### src/rtl/core_pkg.sv
// rtl/core_pkg.sv - ISA opcodes, instruction field positions and fetch FSM state
// shared by the front end and the control unit.
package core_pkg;

  localparam int WORD_W   = 16;
  localparam int OPC_W    = 7;
  localparam int REG_W    = 3;

  localparam int OPC_MSB  = 15;
  localparam int OPC_LSB  = 9;
  localparam int RDST_MSB = 8;
  localparam int RDST_LSB = 6;
  localparam int RSRC_MSB = 5;
  localparam int RSRC_LSB = 3;

  localparam logic [OPC_W-1:0] OPC_NOP  = 7'b0000000;
  localparam logic [OPC_W-1:0] OPC_ADD  = 7'b0000101;
  localparam logic [OPC_W-1:0] OPC_SUB  = 7'b0000110;
  localparam logic [OPC_W-1:0] OPC_AND  = 7'b0000111;
  localparam logic [OPC_W-1:0] OPC_OR   = 7'b0001000;
  localparam logic [OPC_W-1:0] OPC_MOV  = 7'b0001101;
  localparam logic [OPC_W-1:0] OPC_IADD = 7'b0100000;
  localparam logic [OPC_W-1:0] OPC_LDD  = 7'b0100010;
  localparam logic [OPC_W-1:0] OPC_LDR  = 7'b0110000;
  localparam logic [OPC_W-1:0] OPC_LDM  = 7'b0110101;
  localparam logic [OPC_W-1:0] OPC_STR  = 7'b0111000;
  localparam logic [OPC_W-1:0] OPC_JMP  = 7'b1000000;
  localparam logic [OPC_W-1:0] OPC_HLT  = 7'b1100001;

  typedef enum logic [1:0] {
    FETCH1,
    FETCH2,
    ISSUE,
    HALT
  } fetch_state_t;

  typedef struct packed {
    logic [OPC_W-1:0] opcode;
    logic [REG_W-1:0] rdst;
    logic [REG_W-1:0] rsrc;
  } instr_fields_t;

  // Opcodes whose second word is a 16-bit immediate.
  function automatic logic is_two_word(input logic [OPC_W-1:0] opc);
    return (opc == OPC_IADD) || (opc == OPC_LDM) || (opc == OPC_LDD);
  endfunction

endpackage

### src/rtl/instr_fetch_unit_if.sv
// rtl/instr_fetch_unit_if.sv - instruction memory, redirect and issue signals
// of the fetch unit; master is the fetch unit, slave is memory/execute/control.
interface instr_fetch_unit_if #(
  parameter int ADDR_W = 20
);
  logic              imem_req;
  logic [ADDR_W-1:0] imem_addr;
  logic              imem_ack;
  logic [15:0]       imem_rdata;
  logic              flush;
  logic [ADDR_W-1:0] flush_pc;
  logic              instr_valid;
  logic              instr_ready;
  logic [6:0]        opcode;
  logic [2:0]        rdst;
  logic [2:0]        rsrc;
  logic [15:0]       imm;
  logic [ADDR_W-1:0] instr_pc;
  logic              halted;

  modport master (
    output imem_req, imem_addr,
    input  imem_ack, imem_rdata,
    input  flush, flush_pc,
    output instr_valid,
    input  instr_ready,
    output opcode, rdst, rsrc, imm, instr_pc, halted
  );

  modport slave (
    input  imem_req, imem_addr,
    output imem_ack, imem_rdata,
    output flush, flush_pc,
    input  instr_valid,
    output instr_ready,
    input  opcode, rdst, rsrc, imm, instr_pc, halted
  );
endinterface

### src/rtl/fetch_issue_reg.sv
// rtl/fetch_issue_reg.sv - valid/ready register holding the decoded instruction
// presented to the control unit; fields hold until the next load.
module fetch_issue_reg
  import core_pkg::*;
#(
  parameter int ADDR_W = 20
) (
  input  logic              clk,
  input  logic              reset,
  input  logic              load,
  input  logic              clear,
  input  instr_fields_t     fields_in,
  input  logic [15:0]       imm_in,
  input  logic [ADDR_W-1:0] pc_in,
  output logic              valid,
  output instr_fields_t     fields,
  output logic [15:0]       imm,
  output logic [ADDR_W-1:0] pc
);

  always_ff @(posedge clk or negedge reset) begin
    if (!reset) begin
      valid  <= 1'b0;
      fields <= '0;
      imm    <= '0;
      pc     <= '0;
    end else if (clear) begin
      valid  <= 1'b0;
    end else if (load) begin
      valid  <= 1'b1;
      fields <= fields_in;
      imm    <= imm_in;
      pc     <= pc_in;
    end
  end

endmodule

### src/rtl/instr_fetch_unit.sv
// rtl/instr_fetch_unit.sv - PC owner and fetch FSM: fetches one/two-word
// instructions, issues them, stops on HLT and handles execute redirects.
module instr_fetch_unit
  import core_pkg::*;
#(
  parameter int                ADDR_W   = 20,
  parameter logic [ADDR_W-1:0] RESET_PC = '0
) (
  input logic                clk,
  input logic                reset,
  instr_fetch_unit_if.master bus
);

  fetch_state_t      state_q, state_d;
  logic [ADDR_W-1:0] pc_q, pc_d;
  logic [ADDR_W-1:0] addr_q, addr_d;
  logic [ADDR_W-1:0] ir_pc_q, ir_pc_d;
  logic              req_q, req_d;
  logic              drain_q, drain_d;
  instr_fields_t     ir_q, ir_d;
  instr_fields_t     rd_fields;

  logic              load, clear, take, accept;
  instr_fields_t     ld_fields;
  logic [15:0]       ld_imm;
  logic [ADDR_W-1:0] ld_pc;

  logic              out_valid;
  instr_fields_t     out_fields;
  logic [15:0]       out_imm;
  logic [ADDR_W-1:0] out_pc;

  assign rd_fields = bus.imem_rdata[OPC_MSB:RSRC_LSB];
  assign take      = req_q & bus.imem_ack;
  assign accept    = out_valid & bus.instr_ready;

  // drain_q marks a request issued before a flush: its data is dropped on ack
  // and the address stays on the old request until then.
  always_comb begin
    state_d   = state_q;
    pc_d      = pc_q;
    drain_d   = drain_q;
    ir_d      = ir_q;
    ir_pc_d   = ir_pc_q;
    load      = 1'b0;
    clear     = 1'b0;
    ld_fields = rd_fields;
    ld_imm    = '0;
    ld_pc     = pc_q;

    if (drain_q) begin
      if (take) drain_d = 1'b0;
    end else begin
      case (state_q)
        FETCH1: begin
          if (take) begin
            ir_d    = rd_fields;
            ir_pc_d = pc_q;
            pc_d    = pc_q + 1'b1;
            if (is_two_word(rd_fields.opcode)) begin
              state_d = FETCH2;
            end else begin
              state_d = ISSUE;
              load    = 1'b1;
            end
          end
        end
        FETCH2: begin
          if (take) begin
            pc_d      = pc_q + 1'b1;
            state_d   = ISSUE;
            load      = 1'b1;
            ld_fields = ir_q;
            ld_imm    = bus.imem_rdata;
            ld_pc     = ir_pc_q;
          end
        end
        ISSUE: begin
          if (accept) begin
            clear   = 1'b1;
            state_d = (out_fields.opcode == OPC_HLT) ? HALT : FETCH1;
          end
        end
        HALT: begin
          state_d = HALT;
        end
      endcase
    end

    // Redirect overrides everything decided above; an accept in this cycle
    // has already completed on the consumer side.
    if (bus.flush) begin
      state_d = FETCH1;
      pc_d    = bus.flush_pc;
      clear   = 1'b1;
      load    = 1'b0;
      drain_d = req_q & ~bus.imem_ack;
    end

    req_d  = drain_d | (state_d == FETCH1) | (state_d == FETCH2);
    addr_d = drain_d ? addr_q : pc_d;
  end

  always_ff @(posedge clk or negedge reset) begin
    if (!reset) begin
      state_q <= FETCH1;
      pc_q    <= RESET_PC;
      addr_q  <= RESET_PC;
      req_q   <= 1'b0;
      drain_q <= 1'b0;
      ir_q    <= '0;
      ir_pc_q <= '0;
    end else begin
      state_q <= state_d;
      pc_q    <= pc_d;
      addr_q  <= addr_d;
      req_q   <= req_d;
      drain_q <= drain_d;
      ir_q    <= ir_d;
      ir_pc_q <= ir_pc_d;
    end
  end

  fetch_issue_reg #(
    .ADDR_W (ADDR_W)
  ) u_issue (
    .clk       (clk),
    .reset     (reset),
    .load      (load),
    .clear     (clear),
    .fields_in (ld_fields),
    .imm_in    (ld_imm),
    .pc_in     (ld_pc),
    .valid     (out_valid),
    .fields    (out_fields),
    .imm       (out_imm),
    .pc        (out_pc)
  );

  assign bus.imem_req    = req_q;
  assign bus.imem_addr   = addr_q;
  assign bus.instr_valid = out_valid;
  assign bus.opcode      = out_fields.opcode;
  assign bus.rdst        = out_fields.rdst;
  assign bus.rsrc        = out_fields.rsrc;
  assign bus.imm         = out_imm;
  assign bus.instr_pc    = out_pc;
  assign bus.halted      = (state_q == HALT);

endmodule

### src/flat_wrapper.sv
// flat-port wrapper written by rule: the top's interface ports become plain ports
module instr_fetch_unit_flat import core_pkg::*;
#(
  parameter int                ADDR_W   = 20,
  parameter logic [ADDR_W-1:0] RESET_PC = '0
)
  (clk, reset, bus_imem_req, bus_imem_addr, bus_imem_ack, bus_imem_rdata, bus_flush, bus_flush_pc, bus_instr_valid, bus_instr_ready, bus_opcode, bus_rdst, bus_rsrc, bus_imm, bus_instr_pc, bus_halted);
  instr_fetch_unit_if #(.ADDR_W(ADDR_W)) bus_i ();
  input logic clk;
  input logic reset;
  output wire logic [$bits(bus_i.imem_req)-1:0] bus_imem_req;
  output wire logic [$bits(bus_i.imem_addr)-1:0] bus_imem_addr;
  input wire logic [$bits(bus_i.imem_ack)-1:0] bus_imem_ack;
  input wire logic [$bits(bus_i.imem_rdata)-1:0] bus_imem_rdata;
  input wire logic [$bits(bus_i.flush)-1:0] bus_flush;
  input wire logic [$bits(bus_i.flush_pc)-1:0] bus_flush_pc;
  output wire logic [$bits(bus_i.instr_valid)-1:0] bus_instr_valid;
  input wire logic [$bits(bus_i.instr_ready)-1:0] bus_instr_ready;
  output wire logic [$bits(bus_i.opcode)-1:0] bus_opcode;
  output wire logic [$bits(bus_i.rdst)-1:0] bus_rdst;
  output wire logic [$bits(bus_i.rsrc)-1:0] bus_rsrc;
  output wire logic [$bits(bus_i.imm)-1:0] bus_imm;
  output wire logic [$bits(bus_i.instr_pc)-1:0] bus_instr_pc;
  output wire logic [$bits(bus_i.halted)-1:0] bus_halted;
  assign bus_imem_req = bus_i.imem_req;
  assign bus_imem_addr = bus_i.imem_addr;
  assign bus_i.imem_ack = bus_imem_ack;
  assign bus_i.imem_rdata = bus_imem_rdata;
  assign bus_i.flush = bus_flush;
  assign bus_i.flush_pc = bus_flush_pc;
  assign bus_instr_valid = bus_i.instr_valid;
  assign bus_i.instr_ready = bus_instr_ready;
  assign bus_opcode = bus_i.opcode;
  assign bus_rdst = bus_i.rdst;
  assign bus_rsrc = bus_i.rsrc;
  assign bus_imm = bus_i.imm;
  assign bus_instr_pc = bus_i.instr_pc;
  assign bus_halted = bus_i.halted;
  instr_fetch_unit #(.ADDR_W(ADDR_W), .RESET_PC(RESET_PC)) u_core (.clk(clk), .reset(reset), .bus(bus_i));
endmodule
### config.mk
export PLATFORM = sky130hd
export DESIGN_NAME = instr_fetch_unit_flat
export DESIGN_NICKNAME = d
export VERILOG_FILES = /design/src/rtl/core_pkg.sv /design/src/rtl/instr_fetch_unit_if.sv /design/src/rtl/fetch_issue_reg.sv /design/src/rtl/instr_fetch_unit.sv /design/src/flat_wrapper.sv
export SDC_FILE = /design/constraint.sdc
export NUM_CORES = 1
export LEC_CHECK = 0
export CORE_ASPECT_RATIO = 0.8
export CORE_MARGIN = 8
export CORE_UTILIZATION = 52
export DETAILED_ROUTE_END_ITERATION = 8
export PLACE_DENSITY = 0.91
export SYNTH_ARGS = -nofsm -noshare
export SYNTH_HDL_FRONTEND = slang
export SYNTH_SLANG_ARGS = --single-unit
### constraint.sdc
create_clock -name clk -period 2.44 [get_ports clk]
set_clock_uncertainty 0.1 [all_clocks]
set_input_delay 0.366 -clock clk [delete_from_list [all_inputs] [get_ports clk]]
set_output_delay 0.366 -clock clk [all_outputs]
set_load 0.005 [all_outputs]
Word-level counts from Yosys, hierarchy flattened:

Cells that the tools add are included.

* add/subtract/negate cells: 1
* equality and inequality tests: 8
* mux-type cells: 36
* bitwise gates (word level): 8
* reduce and logical (&&, ||, !) cells: 8

Operators with widths (count)
* $mux W20: 7
* $mux W16: 3
* $mux W13: 3
* $eq A7 B6 Y1 const B: 3
* $add A20 B1 Y20 const B: 1
* $mux W1: 14
* $mux W2: 7
* $pmux W2 S4: 1
* $eq A7 B7 Y1 const B: 1
* $eq A2 B1 Y1 const B: 2
* $eq A2 B2 Y1 const B: 2
* $logic_not A2 Y1: 2
* $and A1 B1 Y1: 3
* $not A1 Y1: 3
* $reduce_and A3 Y1: 1
* $logic_or A1 B1 Y1: 2
* $or A1 B1 Y1: 2
* $pmux W1 S2: 1
* $reduce_and A2 Y1: 1
* $reduce_bool A2 Y1: 1
* $reduce_or A2 Y1: 1

* bits in registers: 127
* bits of input ports: 41
* output and inout port bits: 72
* logic and storage cells: 76

Longest topological paths before layout:

* word-level depth: 11
* depth in mapped cells: 8

Hierarchy:

A second synthesis with hierarchy kept.

* cell total of the unflattened synthesis: 456
* area, all modules: 5875.6 um^2

Modules (own cells, without submodules)
* instr_fetch_unit: instances 1, cells each 349, area each 3960.0 um^2, seq. area each 1926.8 um^2
* fetch_issue_reg: instances 1, cells each 107, area each 1915.6 um^2, seq. area each 1251.2 um^2

Least setup slack after synthesis:

OpenSTA, ideal clock, no wires.

* path kind: reg-to-reg
* from: reg u_core.pc_q[0]
* to: reg u_core.addr_q[14] (netlist: u_core.bus.imem_addr[14])
* setup time: 0.125 ns
* arrival: 1.780 ns
* data required time: 2.215 ns
* slack: 0.436 ns
* cell stages (with the launch flop): 7
* path buffers: 0
* period minus slack after synthesis: 2.004 ns
* cells stage by stage: dfrtp_1 > ha_1 > nand3_1 > nor4_2 > a21oi_1 > a211o_1 > mux2_2

* cells in the longest elaborated chain, start to end: 5

Ends and longest elaborated chain
* start: declaration: line instr_fetch_unit.sv:15 `logic [ADDR_W-1:0] pc_q, pc_d;`
* start signal: assignment: line instr_fetch_unit.sv:115 `pc_q <= pc_d;`
* $add A20 B1 Y20: line instr_fetch_unit.sv:59, instr_fetch_unit.sv:70
* $mux W20: line instr_fetch_unit.sv:56, instr_fetch_unit.sv:69
* $mux W20
* $mux W20: line instr_fetch_unit.sv:51 `if (drain_q) begin`
* $mux W20: line instr_fetch_unit.sv:92 `if (bus.flush) begin`
* net u_core.pc_d[14]: line instr_fetch_unit.sv:15
* end signal: assignment: line instr_fetch_unit.sv:116 `addr_q <= addr_d;`
* end: declaration: line instr_fetch_unit.sv:16 `logic [ADDR_W-1:0] addr_q, addr_d;`

The timed path passes the listed nets, and every way through them passes these cells.
A chain may end at the register's enable or synchronous reset.

Worst setup path in the final report:

* from: reg u_core.pc_q[1]
* to: reg u_core.addr_q[14] (netlist: u_core.bus.imem_addr[14])

Same word-level chain as after synthesis.

==> flow_metrics.py <==
metrics = {
    "status": {
        "status": "finished, final reports clean",
    },
    "min_path": {
        "hold_class": "flip-flop to flip-flop",
    },
    "yosys": {
        "ys_warn_count": 0,
        "syn_inst": 543,
        "syn_area_sq_um": 5670,
        "synth_nets": 585,
        "yosysTopAreaCellShare_pct": 56.1,
        "synth_largest_area_cell": "dfrtp_1",
        "yosys-top-cells-area": "dfrtp_1, mux2_2, nand2_1",
        "avgSynthCellArea_sq_um": 10.4,
        "synth_edf_count": 0,
        "synth_cell_types": 45,
        "synth_top_flop_cell": "dfrtp_1",
        "yosysSeqAreaShare_pct": 56.1,
        "async_reset_ff_share_pct": 100,
        "synth-seq-cells": 127,
    },
    "global_route": {
        "grt_usage_pct": 20.9,
        "grt_max_degree": 49,
        "grt_pass1_vias": 4728,
        "grt_pass1_wl_mm": 24.2,
        "grt_overflow": 0,
        "antenna_found_initial": 0,
    },
    "worst_setup_path": {
        "crit_slowest_cell": "dfrtp_1",
        "arrival_ns": 2.48,
        "start_kind": "flip-flop",
        "crit_chain": "ha_1, nand3_1, nor4_2, a21oi_1, a211o_1, mux2_2",
        "required_ns": 2.64,
        "slowest_delay_ns": 0.48,
        "crit_type": "flip-flop to flip-flop",
        "end_kind": "flip-flop",
        "critPathMaxFanout": 6,
    },
    "cells_and_area": {
        "layout-drive-gt1-share_pct": 17.5,
        "antenna_cells": 0,
        "fin_cells": 825,
        "nNetsFinal": 710,
        "mostFrequentLayoutCell": "dfrtp_1",
        "final_cell_mix": "dfrtp_1, clkdlybuf4s50_1, nand2_1, mux2_2, nor2_1",
        "area_delta_synth_final_pct": 35.4,
    },
    "placed_design": {
        "gp_congestion": 0.932,
        "io_buffers": 112,
        "hpwl_mm": 10.4,
        "dp.cells": 792,
    },
    "power": {
        "p_leak_nw": 3.18,
        "cellPowerDensity_nw_per_um2": 1070,
        "peakVddDrop_mv": 0.802,
    },
    "clock_tree": {
        "cts_resized": 0,
        "holdBufCountCts": 1,
        "clk_latency_ns": 0.41,
        "htreeDepth": 4,
        "post_cts_buffers": 0,
        "root_buffer": "clkbuf_16",
        "cts_buffers": 17,
        "cts_tree": "yes",
        "clk_pin_slew_ns": 0.06,
        "clock_path_buffers": 2,
        "clock-sinks": 127,
    },
    "sta": {
        "fmax_ghz": 0.439,
        "slew_violations": 0,
        "period_share_pct": 93.4,
        "period_needed_ns": 2.28,
        "rsz0062_at_grt": "false",
        "finalHoldViolCount": 0,
        "worst_pin_slew_ns": 0.648,
        "setup_viol": 0,
        "setup_tns_ns": 0,
        "timing.slew.headroom_pct": 56.2,
    },
    "route": {
        "wirelength_mm": 14.7,
        "avgRoutedWirePerCell_um": 17.8,
        "viasPerCell": 5.56,
        "firstDrtPassIters": 5,
        "drtAntennaViolNets": 0,
        "drc": 0,
        "num_vias": 4587,
        "drtIter0Drc": 421,
    },
    "die": {
        "core.rowCount": 34,
        "dieArea_sq_um": 14500,
        "die_h_um": 109,
        "core-area_sq_um": 10800,
        "initial_core_util_pct": 52.7,
        "io_pins": 113,
        "dieWidth_um": 133,
    },
    "job": {
        "maxCapViolCount": 0,
    },
}
## critical path: cells and delay by family (launching register included)
family                     cells  cell delay (ns)
adders and majority gates      1             0.22
AOI/OAI and AO/OA              2             0.43
and+or+nand+nor                2             0.68
DFF                            1             0.48
muxes                          1             0.26
## cell families after synthesis
family	after synthesis	share of synthesized area, %
XOR/XNOR	15	2.32
AO/OA/AOI/OAI	81	9.23
multiplexers	55	10.8
adder cells (fa/ha/maj)	1	0.221
buffers and inverters	59	4.59
AND/OR/NAND/NOR	205	16.7
flip-flops	127	56.1
## state kept, by name, indices dropped and copies added (netlist names)
signal,cells
u_core.drain_q,1
u_core.u_issue.pc,20
u_core.u_issue.imm,16
u_core.ir_pc_q,20
u_core.bus.imem_addr,20
u_core.bus.imem_req,1
u_core.state_q,2
u_core.u_issue.valid,1
u_core.u_issue.fields,13
u_core.pc_q,20
u_core.ir_q,13
## per-stage QoR
stage / setup WS [ns] / instance area [sq um] / hold slack (ns) / power [mW] / utilization (%)
2_1_floorplan: 0.436 / 5670 / -0.0296 / 4.45 / -
3_3_place_gp: 0.00472 / 7110 / 0.316 / 5.75 / 66.0
3_5_place_dp: -0.0618 / 7110 / 0.334 / 5.90 / 66.0
4_1_cts: 0.213 / 7670 / 0.407 / 8.31 / 71.3
5_1_grt: 0.0304 / 7670 / 0.416 / 8.67 / 71.3
6_report: 0.161 / 7670 / 0.404 / 8.24 / 71.3
## synth_stat cells, drive strengths merged, types with 5 or more instances
| master | n |
|---|---|
| nand4 | 7 |
| nor3 | 8 |
| clkbuf | 20 |
| dfrtp | 127 |
| o21ai | 26 |
| inv | 26 |
| xor2 | 7 |
| a31oi | 35 |
| a21oi | 5 |
| nor2 | 46 |
| mux2 | 51 |
| nor4 | 6 |
| xnor2 | 8 |
| nand3 | 22 |
| nand2 | 90 |
| buf | 13 |
## layer usage
metal	global-route usage, %	share of wire [%]	vias up
li1	-	-	2125
met1	25.8	43	2243
met2	34.3	48	202
met3	8.08	8.6	17
met4	5.50	0.86	0
met5	0	0	-
## layout make-up
class / instances / area [sq um]
inverters: 26 / 97.6
clock inverters: 14 / 119
clock buffers: 18 / 439
multi-input cells: 357 / 2250
fillers: 709 / 3090
well taps: 144 / 180
flip-flops and latches: 127 / 3180
repair buffers: 139 / 1410
## where the power goes
| part | internal, mW | switching [mW] |
|---|---|---|
| sequential | 2.85 | 0.523 |
| clock | 1.42 | 0.952 |
| combinational | 1.51 | 0.984 |
| total | 5.79 | 2.46 |
## worst paths after layout
check / cells past startpoint / slack [ns] / start / end
min: 2 / 0.40 / u_core.bus.imem_addr[19] / u_core.bus.imem_addr[19]
min reg2reg: 2 / 0.40 / u_core.bus.imem_addr[19] / u_core.bus.imem_addr[19]
min in group asynchronous: 2 / 0.43 / reset / u_core.ir_q[12]
max in group asynchronous: 3 / 1.12 / reset / u_core.bus.imem_addr[9]
max: 6 / 0.16 / u_core.pc_q[1] / u_core.bus.imem_addr[14]
max reg2reg: 6 / 0.16 / u_core.pc_q[1] / u_core.bus.imem_addr[14]
Note: power is estimated with default switching activity, not from simulation.
